File: src/rtl/fetch_ctrl_pkg.sv
// fetch_ctrl_pkg: shared types and helpers for the instruction-fetch controller.
package fetch_ctrl_pkg;
  typedef logic [31:0] word_t;
  typedef enum logic [1:0] {BOOT, RUN, HALT} fetch_state_e;
  localparam int unsigned INSTR_BYTES = 4;
  typedef struct packed {
    word_t pc;
    word_t instr;
  } fetch_entry_t;
  function automatic logic pc_bad(input word_t pc, input word_t last_pc);
    return (pc[1:0] != 2'b00) || (pc > last_pc);
  endfunction
endpackage

File: src/rtl/fetch_skid_buf.sv
// fetch_skid_buf: 2-entry FIFO of {pc, instr} with push, pop, flush and occupancy count.
module fetch_skid_buf
  import fetch_ctrl_pkg::*;
(
  input  logic         clk_i,
  input  logic         rst_i,
  input  logic         push_i,
  input  logic         pop_i,
  input  logic         flush_i,
  input  fetch_entry_t din_i,
  output fetch_entry_t head_o,
  output logic [1:0]   count_o
);
  fetch_entry_t mem_q [2];
  fetch_entry_t mem_d [2];
  logic rd_q, rd_d, wr_q, wr_d, do_push, do_pop;
  logic [1:0] cnt_q, cnt_d;
  always_comb begin
    mem_d   = mem_q;
    do_pop  = pop_i && (cnt_q != 2'd0);
    do_push = push_i && !flush_i;
    if (do_push) mem_d[wr_q] = din_i;
    rd_d  = flush_i ? 1'b0 : rd_q ^ do_pop;
    wr_d  = flush_i ? 1'b0 : wr_q ^ do_push;
    cnt_d = flush_i ? 2'd0 : cnt_q + {1'b0, do_push} - {1'b0, do_pop};
  end
  always_ff @(posedge clk_i) begin
    if (rst_i) begin
      mem_q[0] <= '0;
      mem_q[1] <= '0;
      rd_q     <= 1'b0;
      wr_q     <= 1'b0;
      cnt_q    <= 2'd0;
    end else begin
      mem_q <= mem_d;
      rd_q  <= rd_d;
      wr_q  <= wr_d;
      cnt_q <= cnt_d;
    end
  end
  assign head_o  = mem_q[rd_q];
  assign count_o = cnt_q;
endmodule

File: src/rtl/fetch_ctrl.sv
// fetch_ctrl: PC sequencing, skid-buffered delivery, redirects and fault halt.
// Optional FETCH_CTRL_PERF_EN adds transfer/stall/flush performance counters.
module fetch_ctrl
  import fetch_ctrl_pkg::*;
#(
  parameter word_t       RESET_PC   = 32'h0000_0000,
  parameter int unsigned IMEM_BYTES = 4096
) (
  input  logic  clk_i,
  input  logic  rst_i,
  output word_t imem_pc_o,
  output logic  imem_req_o,
  input  word_t imem_instr_i,
  input  logic  redirect_valid_i,
  input  word_t redirect_pc_i,
  output logic  instr_valid_o,
  output word_t instr_o,
  output word_t instr_pc_o,
  input  logic  instr_ready_i,
  output logic  fault_o,
  output word_t fault_pc_o
`ifdef FETCH_CTRL_PERF_EN
  ,
  output logic [31:0] perf_fetched_o,
  output logic [31:0] perf_stall_o,
  output logic [31:0] perf_flush_o
`endif
);
  localparam word_t LAST_PC = word_t'(IMEM_BYTES - INSTR_BYTES);
  fetch_state_e state_q, state_d;
  word_t next_pc_q, next_pc_d, fault_pc_q, fault_pc_d, pc, ret_pc_q, ret_pc_d;
  logic inflight_q, inflight_d, fault_q, fault_d;
  logic run, redirect, pop, push, want, bad, issue, fault_now;
  logic [2:0] occ;
  logic [1:0] count;
  fetch_entry_t head;
  always_comb begin
    run        = (state_q == RUN) && !rst_i;
    redirect   = run && redirect_valid_i;
    pc         = redirect ? redirect_pc_i : next_pc_q;
    pop        = instr_valid_o && instr_ready_i;
    occ        = {1'b0, count} + {2'b00, inflight_q} - {2'b00, pop};
    want       = run && (redirect || occ < 3'd2);
    bad        = pc_bad(pc, LAST_PC);
    issue      = want && !bad;
    fault_now  = want && bad;
    // a redirect kills the return arriving this cycle; its own request lands next cycle
    push       = inflight_q && !redirect && !rst_i;
    state_d    = state_q == BOOT ? RUN : (state_q == RUN && fault_now) ? HALT : state_q;
    next_pc_d  = issue ? pc + word_t'(INSTR_BYTES) : next_pc_q;
    inflight_d = issue;
    ret_pc_d   = issue ? pc : ret_pc_q;
    fault_d    = fault_q || fault_now;
    fault_pc_d = fault_now ? pc : fault_pc_q;
  end
  always_ff @(posedge clk_i) begin
    if (rst_i) begin
      state_q    <= BOOT;
      next_pc_q  <= RESET_PC;
      inflight_q <= 1'b0;
      ret_pc_q   <= '0;
      fault_q    <= 1'b0;
      fault_pc_q <= '0;
    end else begin
      state_q    <= state_d;
      next_pc_q  <= next_pc_d;
      inflight_q <= inflight_d;
      ret_pc_q   <= ret_pc_d;
      fault_q    <= fault_d;
      fault_pc_q <= fault_pc_d;
    end
  end
  fetch_skid_buf u_buf (
    .clk_i   (clk_i),
    .rst_i   (rst_i),
    .push_i  (push),
    .pop_i   (pop),
    .flush_i (redirect),
    .din_i   ('{pc: ret_pc_q, instr: imem_instr_i}),
    .head_o  (head),
    .count_o (count)
  );
  assign imem_pc_o     = rst_i ? RESET_PC : pc;
  assign imem_req_o    = issue;
  assign instr_valid_o = (count != 2'd0) && !rst_i;
  assign instr_o       = head.instr;
  assign instr_pc_o    = head.pc;
  assign fault_o       = fault_q;
  assign fault_pc_o    = fault_pc_q;
`ifdef FETCH_CTRL_PERF_EN
  logic [31:0] fetched_q, fetched_d, stall_q, stall_d, flush_q, flush_d;
  always_comb begin
    fetched_d = fetched_q + {31'd0, pop};
    stall_d   = stall_q + {31'd0, run && !issue};
    flush_d   = flush_q + {31'd0, redirect};
  end
  always_ff @(posedge clk_i) begin
    if (rst_i) begin
      fetched_q <= '0;
      stall_q   <= '0;
      flush_q   <= '0;
    end else begin
      fetched_q <= fetched_d;
      stall_q   <= stall_d;
      flush_q   <= flush_d;
    end
  end
  assign perf_fetched_o = fetched_q;
  assign perf_stall_o   = stall_q;
  assign perf_flush_o   = flush_q;
`endif
endmodule

File: config.mk
export PLATFORM = sky130hd
export DESIGN_NAME = fetch_ctrl
export DESIGN_NICKNAME = d
export VERILOG_FILES = /design/src/rtl/fetch_ctrl_pkg.sv /design/src/rtl/fetch_skid_buf.sv /design/src/rtl/fetch_ctrl.sv
export SDC_FILE = /design/constraint.sdc
export NUM_CORES = 1
export LEC_CHECK = 0
export CAP_MARGIN = 15
export CORE_MARGIN = 2
export CORE_UTILIZATION = 46
export DETAILED_ROUTE_END_ITERATION = 8
export GPL_TIMING_DRIVEN = 0
export PLACE_DENSITY = 0.85
export SYNTH_ARGS = -nofsm -noshare
export SYNTH_HDL_FRONTEND = slang
export SYNTH_SLANG_ARGS = --single-unit
export TNS_END_PERCENT = 100
File: constraint.sdc
create_clock -name clk_i -period 4 [get_ports clk_i]
set_clock_uncertainty 0.05 [all_clocks]
set_input_delay 1.2 -clock clk_i [delete_from_list [all_inputs] [get_ports clk_i]]
set_output_delay 1.2 -clock clk_i [all_outputs]
set_load 0.005 [all_outputs]
==> results.txt <==
Status - finished with violations
Violated checks - negative setup slack
Remaining global-route overflow - 0
Syn Area/Cell - 9.39 µm²
Initial antenna violation count - 0
Pleak - 5.01 nW
Adder and majority gate portion of the synthesized area - 0.00989
Syn nets - 1,099
#FFs+latches synth - 230
Layout cell share with drive strength beyond 1 - 0.155
Register area share after synthesis - 0.479
CORE AREA - 20,400 µm²
Top cell type's share of synthesized area - 0.479
Vias - 8,460
# fillers - 1,644
Commonest cells post-synth - dfxtp_1 (230), nor2_1 (167), mux2i_1 (134), nand2_1 (115), mux2_2 (64)
Internal power - 3.93 mW
Seq pwr share - 0.460
Met2 GRT Util - 0.420
Cells after Synth - 1,024
Initial core utilization - 0.472
CP Cell Sequence - buf_12 -> nor2_4 -> and2_4 -> ha_4 -> nand2b_4 -> fa_2 -> and3_4 -> nand4b_1 -> o31ai_4 -> buf_2
Clk slew on worst S/H paths - 60 ps
H-tree levels - 1
CTS buffer count - 24
Final Hold Vio Count - 0
Final instance area - 13,200 µm²
Crit. End Element - output port
Post-route ant nets - 0
Wire per inst - 17.8 µm
Synth area leaders - dfxtp_1 (48%), mux2i_1 (14%), mux2_2 (7.5%)
Yosys warns - 0
TNS Setup - -341 ps
Worst slew margin - 0.413
PD cells - 385 nW/µm²
Cell Area, Synth - 9620 µm²
Synth-to-layout area growth - 37.2%
Setup violators final - 1
Global-route wire length before repair - 43,700 µm
Fraction of registers with async set/reset - 0
RSZ-0062 raised after global routing - true
Sw Pwr - 1.15 mW
Mux share of post-synthesis cell area - 0.216
Met3 usage - 0.0442
Comb power frac - 0.081
Die X - 149 µm
Count leader, synth - dfxtp_1
Clk_lat worst skew - 510 ps
Largest family of logic cells by synthesized area - multiplexers
Grt peak-use layer - met2
Root Driver - clkbuf_16
Crit Path Category - in2out
Met1 usage - 0.313
Via/cell ratio - 5.43
Synth Area in Compound Gates - 0.0749
Clock period minus worst slack - 4340 ps
Most common flop cell mapped by yosys - dfxtp_1
Die Span Y - 149 µm
Dpl hpwl - 19,400 µm
Iteration-0 DRC Markers - 538
Num rows - 52
Startpoint Class - input port
Critical Path AT - 3090 ps
CTS tree - built
I/O pin cnt - 199
Crit Path Max Fanout - 8
Worst hold path class - reg2reg
Die area - 22,100 µm²
N_diodes - 0
Slowest CP cell - fa_2
Gpl congestion - 0.911
Port Buffers - 197
Largest net degree at the start of global routing - 15
Library cells used by synthesis - 52
TritonRoute pass-1 iters - 5
Setup WS post-layout - -341 ps
Final period util - 1.09
Fmax - 230 MHz
DRC Markers - 0
Max Cap Violations - 0
Worst VDD drop - 0.268 mV
Nets@finish - 1,345
Number of global-route vias before repair - 8,266
Clock power share - 0.458
Cell Area, Placed - 12,000 µm²
Max incr delay on CP - 540 ps
Cell accounting for the most synthesized area - dfxtp_1
Total GRT Usage - 0.243
XOR/XNOR Fraction of Synth Area - 0.00364
Post-synth EDFFs - 0
Worst-Margin Slew - 881 ps
CTS Buffer Depth - 3
Worst Path Required - 2750 ps
Final Max Slew Viols - 0
Simple-gate share of the synthesized area - 0.180
Drt total wl - 27,700 µm
Switching Share - 0.226
CTS Sinks - 230
## final cells by class
class	instances	area, µm²	share of cell area
Inverter	8	30.0	0.00227
Clock buffer	35	743	0.0563
Clock inverter	9	103	0.00777
Buffer	76	424	0.0321
Multi-Input combinational cell	710	4850	0.367
Sequential cell	230	4600	0.349
Tap cell	270	338	0.0256
Timing Repair Buffer	220	2110	0.160
## worst max-delay path, delay by kind of cell
kind / cells / cell delay, ps
and+or+nand+nor: 5 / 760
adders and majority gates: 2 / 720
AOI/OAI and AO/OA: 1 / 140
buffers and inverters: 2 / 260
## path summary, 6_finish.rpt
kind | from | to | slack, ps | depth (start not counted)
worst max register to register | u_buf.count_o[1] | next_pc_q[15] | 440 | 18
worst min-delay path | fault_pc_o[21] | fault_pc_o[21] | 400 | 2
worst min register to register | fault_pc_o[21] | fault_pc_o[21] | 400 | 2
worst max-delay path | rst_i | imem_req_o | -340 | 10
## registers in the layout (all words and copies together) (netlist names)
name	flops
inflight_q	1
next_pc_q	32
u_buf.wr_q	1
fault_o	1
ret_pc_q	30
fault_pc_o	32
u_buf.mem_q	128
u_buf.rd_q	1
u_buf.count_o	2
state_q	2
## per-layer routing
metal / part of all wire / vias to the layer above
met5: 0 / -
met4: 0.022 / 0
met3: 0.072 / 53
met2: 0.49 / 334
met1: 0.42 / 4051
li1: - / 4022
## power by group through the flow
stage | Combinational, mW | Clock [mW] | Sequential, mW
6_report | 0.414 | 2.33 | 2.34
3_3_place_gp | 0.365 | 0 | 2.39
5_1_grt | 0.442 | 2.46 | 2.34
3_5_place_dp | 0.369 | 0 | 2.39
4_1_cts | 0.406 | 2.35 | 2.34
2_1_floorplan | 0.180 | 0 | 2.38
## metrics by stage
stage / power (mW) / setup WS, ps / instances / hold slack, ps / utilization
after floorplan: 2.56 / -169 / 1024 / 401 / -
after global placement: 2.75 / -1310 / 1491 / 396 / 0.588
after detailed placement: 2.76 / -1310 / 1491 / 403 / 0.588
after CTS: 5.09 / -321 / 1556 / 411 / 0.646
after global routing: 5.24 / -431 / 1558 / 427 / 0.648
final: 5.08 / -341 / 1558 / 404 / 0.648
## timing repair
action                     CTS  global route
buffers inserted            21             2
pin swaps                    9             1
hold buffers                 0             0
setup endpoints to repair  188            27
resized for setup          109            11
## cells by family after synthesis
| kind of cell | count (synthesis) |
|---|---|
| buf+inv | 84 |
| fa+ha+maj | 7 |
| flops | 230 |
| mux | 199 |
| xor+xnor | 4 |
| compound gates | 115 |
| simple gates | 385 |
## layout by cell type (no fill, tap or decap), types with 15 or more instances in the layout
| cell | synthesis | layout |
|---|---|---|
| dfxtp_1 | 230 | 230 |
| nor2_1 | 167 | 166 |
| clkdlybuf4s50_1 | 0 | 163 |
| mux2i_1 | 134 | 130 |
| nand2_1 | 115 | 115 |
| mux2_2 | 64 | 64 |
| and3_1 | 46 | 45 |
| clkbuf_1 | 44 | 37 |
| o21ai_0 | 36 | 36 |
| dlygate4sd2_1 | 0 | 29 |
| clkbuf_16 | 0 | 25 |
| buf_4 | 0 | 22 |
| a21oi_1 | 33 | 22 |
| buf_1 | 20 | 15 |
Note: power is estimated with default switching activity, not from simulation.
